`src/rtl/uart_pkg.sv`:
```
// rtl/uart_pkg.sv - shared UART types and constants for the transmit and receive halves
package uart_pkg;

  localparam int   UART_OVERSAMPLE = 16;
  localparam int   UART_DATA_BITS  = 8;
  localparam logic UART_IDLE       = 1'b1;

  typedef enum logic [1:0] {
    TX_IDLE  = 2'd0,
    TX_START = 2'd1,
    TX_DATA  = 2'd2,
    TX_STOP  = 2'd3
  } tx_state_e;

endpackage

```
`src/rtl/uart_baud_bit_timer.sv`:
```
// rtl/uart_baud_bit_timer.sv - counts oversampling ticks and flags the end of each serial bit
module uart_baud_bit_timer #(
  parameter int OVERSAMPLE = 16
) (
  input  logic clk,
  input  logic reset,
  input  logic clear,
  input  logic tick,
  output logic bit_end
);

  localparam int            CW   = $clog2(OVERSAMPLE);
  localparam logic [CW-1:0] TERM = CW'(OVERSAMPLE - 1);

  logic [CW-1:0] cnt_q;
  logic [CW-1:0] cnt_d;

  // Clear dominates a coincident tick; the terminal tick wraps the count and ends the bit.
  always_comb begin
    cnt_d   = cnt_q;
    bit_end = 1'b0;
    if (clear) begin
      cnt_d = '0;
    end else if (tick) begin
      if (cnt_q == TERM) begin
        cnt_d   = '0;
        bit_end = 1'b1;
      end else begin
        cnt_d = cnt_q + 1'b1;
      end
    end
  end

  // Tick counter register.
  always_ff @(posedge clk or posedge reset) begin
    if (reset) begin
      cnt_q <= '0;
    end else begin
      cnt_q <= cnt_d;
    end
  end

endmodule

```
`src/rtl/uart_tx_oversampled.sv`:
```
// rtl/uart_tx_oversampled.sv - UART transmitter serialising one byte per request as 8N1/8N2
module uart_tx_oversampled
  import uart_pkg::*;
#(
  parameter int DATA_BITS  = UART_DATA_BITS,
  parameter int OVERSAMPLE = UART_OVERSAMPLE,
  parameter int STOP_BITS  = 1
) (
  input  logic                 clk,
  input  logic                 reset,
  input  logic                 i_clk_tx,
  input  logic                 i_tx_start,
  input  logic [DATA_BITS-1:0] i_tx_data,
  output logic                 o_txd,
  output logic                 o_tx_busy,
  output logic                 o_tx_done
);

  localparam int            IW        = (DATA_BITS > 1) ? $clog2(DATA_BITS) : 1;
  localparam logic [IW-1:0] LAST_IDX  = IW'(DATA_BITS - 1);
  localparam logic          STOP_LAST = (STOP_BITS == 2) ? 1'b1 : 1'b0;

  tx_state_e            state_q, state_d;
  logic [DATA_BITS-1:0] shift_q, shift_d;
  logic [IW-1:0]        idx_q, idx_d;
  logic                 stop_q, stop_d;
  logic                 txd_q, txd_d;
  logic                 busy_q, busy_d;
  logic                 done_q, done_d;
  logic                 timer_clear;
  logic                 bit_end;

  // Holding the timer cleared while idle makes every start bit count from zero.
  assign timer_clear = (state_q == TX_IDLE);

  uart_baud_bit_timer #(
    .OVERSAMPLE(OVERSAMPLE)
  ) u_bit_timer (
    .clk    (clk),
    .reset  (reset),
    .clear  (timer_clear),
    .tick   (i_clk_tx),
    .bit_end(bit_end)
  );

  // Next-state, shift register, handshake and the line level for the coming state.
  always_comb begin
    state_d = state_q;
    shift_d = shift_q;
    idx_d   = idx_q;
    stop_d  = stop_q;
    busy_d  = busy_q;
    done_d  = 1'b0;
    case (state_q)
      TX_IDLE: begin
        if (i_tx_start) begin
          state_d = TX_START;
          shift_d = i_tx_data;
          idx_d   = '0;
          busy_d  = 1'b1;
        end
      end
      TX_START: begin
        if (bit_end) begin
          state_d = TX_DATA;
          idx_d   = '0;
        end
      end
      TX_DATA: begin
        if (bit_end) begin
          shift_d = shift_q >> 1;
          if (idx_q == LAST_IDX) begin
            state_d = TX_STOP;
            idx_d   = '0;
            stop_d  = 1'b0;
          end else begin
            idx_d = idx_q + 1'b1;
          end
        end
      end
      TX_STOP: begin
        if (bit_end) begin
          if (stop_q == STOP_LAST) begin
            state_d = TX_IDLE;
            stop_d  = 1'b0;
            busy_d  = 1'b0;
            done_d  = 1'b1;
          end else begin
            stop_d = 1'b1;
          end
        end
      end
      default: state_d = TX_IDLE;
    endcase

    case (state_d)
      TX_START: txd_d = 1'b0;
      TX_DATA:  txd_d = shift_d[0];
      default:  txd_d = UART_IDLE;
    endcase
  end

  // State and datapath registers; reset abandons any frame in flight.
  always_ff @(posedge clk or posedge reset) begin
    if (reset) begin
      state_q <= TX_IDLE;
      shift_q <= '0;
      idx_q   <= '0;
      stop_q  <= 1'b0;
      txd_q   <= UART_IDLE;
      busy_q  <= 1'b0;
      done_q  <= 1'b0;
    end else begin
      state_q <= state_d;
      shift_q <= shift_d;
      idx_q   <= idx_d;
      stop_q  <= stop_d;
      txd_q   <= txd_d;
      busy_q  <= busy_d;
      done_q  <= done_d;
    end
  end

  assign o_txd     = txd_q;
  assign o_tx_busy = busy_q;
  assign o_tx_done = done_q;

endmodule

```
`config.mk`:
```
export PLATFORM = sky130hd
export DESIGN_NAME = uart_tx_oversampled
export DESIGN_NICKNAME = d
export VERILOG_FILES = /design/src/rtl/uart_pkg.sv /design/src/rtl/uart_baud_bit_timer.sv /design/src/rtl/uart_tx_oversampled.sv
export SDC_FILE = /design/constraint.sdc
export NUM_CORES = 1
export LEC_CHECK = 0
export CORE_AREA = 2 2 49 51
export CTS_CLUSTER_SIZE = 28
export DETAILED_ROUTE_END_ITERATION = 10
export DIE_AREA = 0 0 51 53
export PLACE_DENSITY = 0.73
export SYNTH_ARGS = -nofsm -noshare
export SYNTH_HDL_FRONTEND = slang
export SYNTH_HIERARCHICAL = 1
export SYNTH_SLANG_ARGS = --single-unit
```
`constraint.sdc`:
```
create_clock -name clk -period 4.65 [get_ports clk]
set_clock_uncertainty 0.15 [all_clocks]
set_input_delay 0.93 -clock clk [delete_from_list [all_inputs] [get_ports clk]]
set_output_delay 0.93 -clock clk [all_outputs]
set_load 0.05 [all_outputs]
```
# Word level (Yosys, flattened, before mapping)

Cells that the tools add are included.

Register bits after elaboration: 21
Latch bits: 0
Bits in writable memories: 0
Bits in read-only memories: 0
Output and inout bits: 3
Logic and storage cells: 68
Memories: 0

Add/sub/neg operators: 2
Multiply operators: 0
Div/mod/pow operators: 0
$lt $le $gt $ge: 0
Eq/ne operators: 13
Shift-type cells: 0
Muxes and demuxes: 34
Bitwise logic cells: 0
Reduce and logical (&&, ||, !) cells: 10

Operators with widths:

| operator              | count |
|---|---|
| $mux W8               | 2 |
| $pmux W8 S2           | 1 |
| $mux W1               | 13 |
| $mux W2               | 6 |
| $mux W3               | 4 |
| $mux W4               | 3 |
| $ne A2 B2 Y1 const B  | 6 |
| $reduce_and A4 Y1     | 3 |
| $pmux W3 S3           | 1 |
| $pmux W2 S4           | 1 |
| $reduce_bool A2 Y1    | 4 |
| $eq A2 B2 Y1 const B  | 3 |
| $pmux W1 S2           | 3 |
| $add A4 B1 Y4 const B | 1 |
| $eq A2 B1 Y1 const B  | 2 |
| $eq A4 B4 Y1 const B  | 1 |
| $add A3 B1 Y3 const B | 1 |
| $eq A3 B3 Y1 const B  | 1 |
| $reduce_and A3 Y1     | 1 |
| $reduce_bool A3 Y1    | 1 |
| $logic_not A2 Y1      | 1 |

# Logic depth before layout (Yosys ltp)

Depth after elaboration: 8
Mapped depth: 9

# Cells and area by module

The synthesis kept the hierarchy.

By module, submodules not included:

| module              | times used | cells an instance | area an instance (um2) |
|---|---|---|---|
| uart_tx_oversampled | 1          | 77                | 800.8 |
| uart_baud_bit_timer | 1          | 23                | 212.7 |

# Worst setup path before layout

Ideal clock, no wire load.

Kind: input to register
Start: input port i_clk_tx
End: register shift_q[7]
Library setup time: 121 ps
Arrival: 2,029 ps
Data required time: 4,379 ps
Path slack: 2,350 ps
Stages: 7
Buffers on the path: 2
Cells stage by stage: nand2_2 -> nor3_1 -> buf_6 -> and3b_2 -> clkbuf_1 -> nor2_4 -> a22o_2

Cells in the longest elaborated chain, start to end: 4

RTL lines:

| what                               | line                       | source |
|---|---|---|
| start, declared                    | uart_tx_oversampled.sv:11  | `input logic i_clk_tx,` |
| $mux W1                            | uart_baud_bit_timer.sv:24  | `end else if (tick) begin` |
| $mux W1                            | uart_baud_bit_timer.sv:22  | `if (clear) begin` |
| named net bit_end                  | uart_tx_oversampled.sv:31  | `logic bit_end;` |
| $ne A2 B2 Y1 (no source line)      | -                          |  |
| $reduce_and A3 Y1 (no source line) | -                          |  |
| end signal, assigned               | uart_tx_oversampled.sv:115 | `shift_q <= shift_d;` |
| end, declared                      | uart_tx_oversampled.sv:24  | `logic [DATA_BITS-1:0] shift_q, shift_d;` |

The timed path passes the listed nets, and every way through them passes these cells.
A chain may end at the register's enable or synchronous reset.

# Worst setup path after layout

Same ends and word-level chain as after synthesis.

==> flow_summary.yaml <==
setup_path:
  endpoint_kind: "register"
  critical_path_arrival_ns: 3.04
  critPathMaxFanout: 10
  required_ns: 4.69
  criticalPathCategory: "primary input to register"
  critPathLaunchType: "primary input"
  timing.reg2reg.worst_path_depth: 5
synthesis:
  synthDominantAreaCellType: "sky130_fd_sc_hd__dfrtp_1"
  synth.cell_area_mm2: 0.00101
  dominantRegCellSynth: "sky130_fd_sc_hd__dfrtp_1"
  syn_area_per_cell_um2: 10.1
  synth_edf_count: 0
  synth_async_sr_flop_share: 1.00
  yosys.area.top_type_share: 0.469
  yosys_warnings: 6
  yosysSeqAreaShare: 0.495
  postSynthRegisterBits: 20
  synth_cells: 100
  net_count_synth: 115
  synth.distinct_cells: 38
  synth.area.top_cells: "sky130_fd_sc_hd__dfrtp_1 47%, sky130_fd_sc_hd__nand2_1 7.0%, sky130_fd_sc_hd__a22oi_1 4.4%, sky130_fd_sc_hd__ha_1 3.7%, sky130_fd_sc_hd__dfstp_2 2.6%"
global_route:
  grt_overflow: 0
  grt_pass1_wl_um: 2840
  grt_pass1_vias: 678
  total_global_routing_track_utilization: 0.141
  largest_net_degree_at_the_start_of_global_routing: 17
  antenna_found_initial: 0
cts:
  clk_latency_ns: 0.29
  cts_hold_buffers: 0
  clock_path_buffers: 2
  cts.sinks: 20
  root_buffer: "sky130_fd_sc_hd__clkbuf_4"
  tritoncts: "done"
  cts_post_setup_buffers_inserted: 0
  cts.reportedPaths.clkPinSlew_ns: 0.11
  post_cts_resize_count: 0
  cts_inserted_buffers: 3
  cts-htree-levels: 1
routing:
  avgViaCountPerCell: 5.07
  number_of_design_rule_violations_left_by_the_first_detailed_router_iteration: 15
  wirelength_um: 1670
  route.detailed.wl_per_inst_um: 11.8
  route.detailed.drc: 0
  routed-via-count: 720
  route.antenna.remaining_nets: 0
  detailedRoute.firstPassIterationCount: 4
placement:
  gp_routability_congestion: 0.760
  place_hpwl_um: 1280
  numPortBuffers: 14
power_and_ir_drop:
  clock_power_share: 0.159
  combPwrFrac: 0.316
  p_per_area_mw_per_mm2: 512
  netSwitchingFraction: 0.361
  power.static_leakage_nw: 0.541
  post-layout-total-power_mw: 0.609
  pwr-share-seq: 0.525
  internal_power_mw: 0.390
  ir_worst_vdd_uv: 277
  switching_power_mw: 0.220
timing:
  final_hold_viol_count: 0
  tightestPinTransition_ns: 0.945
  final_setup_violation_count: 0
  final.min_clock_period_ns: 3.00
  grt_setup_unrepaired: "false"
  min_period_over_period: 0.645
  slew_headroom: 0.365
  clock.fmax_mhz: 333
  setup_tns_final_ns: 0
  slew_viols_final: 0
min_path:
  worstHoldPathType: "register to register"
  min_path_cells: 2
run:
  maxCapViolCount: 0
die:
  std_cell_rows: 17
  die_h_um: 53
  floorplan.die_area_mm2: 0.00270
  floorplan.core_area_mm2: 0.00215
  num_io_pins: 15
  initial_core_utilization: 0.472
  die_span_x_um: 51
cells_and_area:
  num-nets-final: 130
  area_growth_pct: 17.5
  antennaDiodeCount: 0
  post_route_cells_drive_above_1_share: 0.132
  final_core_util: 0.554
status:
  run_status: "completed"
## metrics by stage
step / worst slack (ns) / area (µm²) / hold WS [ns] / std cells
after CTS: 1.68 / 1190 / 0.349 / 142
after detailed placement: 1.36 / 1150 / 0.323 / 138
after global routing: 1.44 / 1190 / 0.380 / 142
final: 1.65 / 1190 / 0.345 / 142
after floorplan: 2.35 / 1010 / 0.296 / 100
after global placement: 1.41 / 1150 / 0.317 / 138
## cell usage after synthesis (all sizes together), types with 2 or more instances
master / instances
o21ai: 3
a22oi: 6
nor2: 7
inv: 4
ha: 3
nor3b: 2
xor2: 2
buf: 3
nor2b: 2
nand2b: 2
dfrtp: 19
a21oi: 6
nand2: 21
## flip-flops by register name, indices dropped and copies added, names as in the netlist
signal and count:
u_bit_timer/cnt_q 4, state_q 2, o_tx_done 1, shift_q 8, o_txd 1, o_tx_busy 1
idx_q 3
## power groups by stage
stage | logic, mW | clock network [mW] | registers [mW]
finish | 0.193 | 0.0967 | 0.320
global route | 0.224 | 0.106 | 0.330
CTS | 0.196 | 0.100 | 0.319
detailed placement | 0.196 | 0 | 0.322
global placement | 0.189 | 0 | 0.319
floorplan | 0.141 | 0 | 0.325
## metal layers
layer,track usage,wire [µm],vias up
met4,0.0541,13,0
li1,-,-,375
met1,0.185,825,334
met5,0,0,-
met2,0.232,781,9
met3,0.0254,50,2
## worst max-delay path, stage by stage
cell                              delay (ns)
sky130_fd_sc_hd__clkdlybuf4s50_1        0.56
sky130_fd_sc_hd__nand2_2                0.08
sky130_fd_sc_hd__nor3_1                 0.76
sky130_fd_sc_hd__and3b_2                0.41
sky130_fd_sc_hd__nor2_4                 0.07
sky130_fd_sc_hd__a22o_2                 0.22
## layout make-up
type	count	area, µm²
timing repair buffer	14	140
clock buffer	4	36.3
inverter	4	15.0
sequential	20	502
fill	185	957
multi-input combinational	72	463
tap	28	35.0
## path summary, 6_finish.rpt
kind                                             end  slack (ns)       start
min in group asynchronous       u_bit_timer/cnt_q[2]        0.68       reset
worst min-delay path                      shift_q[2]        0.35  shift_q[2]
worst min register to register            shift_q[2]        0.35  shift_q[2]
worst max register to register            shift_q[7]        2.02  state_q[1]
worst max-delay path                      shift_q[7]        1.65    i_clk_tx
max in group asynchronous                      o_txd        3.10       reset
## kinds of logic (layout without fill, tap and decap cells)
family,count (synthesis),after routing,synth area share
AND/OR/NAND/NOR,41,41,0.220
AO/OA/AOI/OAI,24,24,0.164
flip-flops,20,20,0.495
buffers and inverters,8,22,0.0481
adder cells (fa/ha/maj),3,3,0.0370
XOR/XNOR,3,3,0.0259
multiplexers,1,1,0.00988
## layout by cell type (no fill, tap or decap), types with 2 or more instances in the layout
master	count
sky130_fd_sc_hd__a21oi_1	5
sky130_fd_sc_hd__nand2_1	19
sky130_fd_sc_hd__nand2_2	2
sky130_fd_sc_hd__nor2_1	6
sky130_fd_sc_hd__xor2_1	2
sky130_fd_sc_hd__nor2b_1	2
sky130_fd_sc_hd__a22oi_1	6
sky130_fd_sc_hd__ha_1	3
sky130_fd_sc_hd__o21ai_0	3
sky130_fd_sc_hd__clkbuf_4	3
sky130_fd_sc_hd__dfrtp_1	19
sky130_fd_sc_hd__nand2b_1	2
sky130_fd_sc_hd__inv_1	4
sky130_fd_sc_hd__clkdlybuf4s50_1	14
No activity file was read; power rests on OpenSTA's default activity.
==> edit, RTL diff (same settings) <==
Change the package constant `UART_OVERSAMPLE` from 16 to 32.
--- a/src/rtl/uart_pkg.sv
+++ b/src/rtl/uart_pkg.sv
@@ -1,7 +1,7 @@
 // rtl/uart_pkg.sv - shared UART types and constants for the transmit and receive halves
 package uart_pkg;
 
-  localparam int   UART_OVERSAMPLE = 16;
+  localparam int   UART_OVERSAMPLE = 32;
   localparam int   UART_DATA_BITS  = 8;
   localparam logic UART_IDLE       = 1'b1;
 
Check against the original RTL: no difference found for any inputs over 10 cycles, from zero or initial values and one cycle with reset high; that may be too few to reach the edited logic, so the function may still have changed.
==> edit against the original RTL <==
- sequential cell count grew 1
- largest power group unchanged
- highest routed layer unchanged
- critical path depth did not move
- cell area rose by 4.3%
- clock power is 13% lower
- wire length increased by 6.0%
- power decreased by 18%
- area after synthesis increased by 7.2%
- largest cell class unchanged
- setup slack gained 0.26 ns
- global-route usage is 1.6 points higher
- die area is the same
==> edit: results (changes against the original RTL) <==
- Vias in the first global route: 727 (was 678)
- WL final: 1770 um (was 1670 um)
- Arr. time, crit path: 2.79 ns (was 3.04 ns)
- Top Registers: shift_q x8, u_bit_timer/cnt_q x5, idx_q x3 (was shift_q x8, u_bit_timer/cnt_q x4, idx_q x3)
- Global-route usage over all layers: 0.157 (was 0.141)
- Placed cell area: 0.00122 mm^2 (was 0.00115 mm^2)
- Slowest stage delay, CP: 0.64 ns (was 0.76 ns)
- Layout cell share with drive strength beyond 1: 0.119 (was 0.132)
- Reg2Reg Depth: 8 (was 5)
- Post-synth net total: 121 (was 115)
- Xor/xnor share of the synthesized area: 0.0161 (was 0.0259)
- Slowest stage cell, crit path: clkdlybuf4s50_1 (was nor3_1)
- First-pass GRT wire length: 3090 um (was 2840 um)
- Compound-cell area share of the yosys netlist: 0.149 (was 0.164)
- Drt first pass iters: 3 (was 4)
- Routed vias/inst: 5.32 (was 5.07)
- Slew HR: 0.589 (was 0.365)
- Routability cong.: 0.809 (was 0.760)
- Status: finished clean (unchanged)
- DR WL/cell: 12.1 um (was 11.8 um)
- Sequential-to-total area share from yosys stat: 0.485 (was 0.495)
- WHS: 0.343 ns (was 0.345 ns)
- Hold Crit Start: shift_q[1] (was shift_q[2])
- Area contributors post-synth: dfrtp_1 46%, nand2_1 6.2%, ha_1 4.6% (was dfrtp_1 47%, nand2_1 7.0%, a22oi_1 4.4%)
- Setup slack at placement: 1.58 ns (was 1.36 ns)
- First DRT Iteration DRCs: 7 (was 15)
- R2r setup slk: 2.19 ns (was 2.02 ns)
- Syn avg cell area: 10.3 um^2 (was 10.1 um^2)
- Detailed placer's ending HPWL: 1320 um (was 1280 um)
- Hold path endpoint: shift_q[1] (was shift_q[2])
- #FFs+latches synth: 21 (was 20)
- Adder-Cell Fraction of Synth Area: 0.0461 (was 0.0370)
- LEAKAGE: 0.582 nW (was 0.541 nW)
- Origin of the critical flop-to-flop path: u_bit_timer/cnt_q[0] (was state_q[1])
- Commonest cells in the synthesized netlist: 20 x dfrtp_1, 18 x nand2_1, 10 x nor2_1, 6 x a22oi_1 (was 19 x dfrtp_1, 19 x nand2_1, 6 x a22oi_1, 6 x nor2_1, 5 x a21oi_1)
- Worst VDD drop: 0.000220 V (was 0.000277 V)
edit: cell types whose count changed in the layout (fill, tap and decap cells not counted), sizes merged, moves of 2 or more:
cell / change
mux2i: +2
nand2: -3
nand4: +2
nor2: +4
edit: report_power, final:
group	switching (W)	internal, W	leakage (nW)
clock network	0.0000511	0.0000334	0.0150
logic	0.0000671	0.0000705	0.315
registers	0.0000465	0.000233	0.252
total	0.000165	0.000337	0.582
edit: cell type report:
type	instances	area, um^2	area share
multi-input cells	75	499	0.402
clock buffers	4	26.3	0.0211
repair buffers	14	140	0.113
well taps	28	35.0	0.0282
inverters	4	15.0	0.0121
flip-flops and latches	21	527	0.424
edit: worst max-delay path: cells and delay by family:
kind	cells	cell delay, ns
simple gates	4	1.00
buf+inv	1	0.64
compound gates	1	0.22
edit: kinds of logic after synthesis:
group,count (synthesis)
flip-flops,21
AND/OR/NAND/NOR,43
adder cells (fa/ha/maj),4
XOR/XNOR,2
multiplexers,3
AO/OA/AOI/OAI,23
buffers and inverters,9
edit: routing by layer:
metal | vias to the layer above | wire length [um] | GRT usage
met1 | 370 | 890 | 0.205
met4 | 0 | 16 | 0.0946
met5 | - | 0 | 0
met2 | 10 | 800 | 0.240
met3 | 2 | 63 | 0.0311
li1 | 395 | - | -
edit: worst max-delay path by stage:
stage	from	end	slack, ns	cells after the start
6_report	i_clk_tx	shift_q[7]	1.91	6
5_1_grt	i_clk_tx	shift_q[7]	1.74	6
4_1_cts	i_clk_tx	shift_q[7]	1.91	6
3_5_place_dp	i_clk_tx	shift_q[7]	1.58	6
3_3_place_gp	i_clk_tx	shift_q[7]	1.62	6
2_1_floorplan	i_clk_tx	shift_q[7]	2.34	8
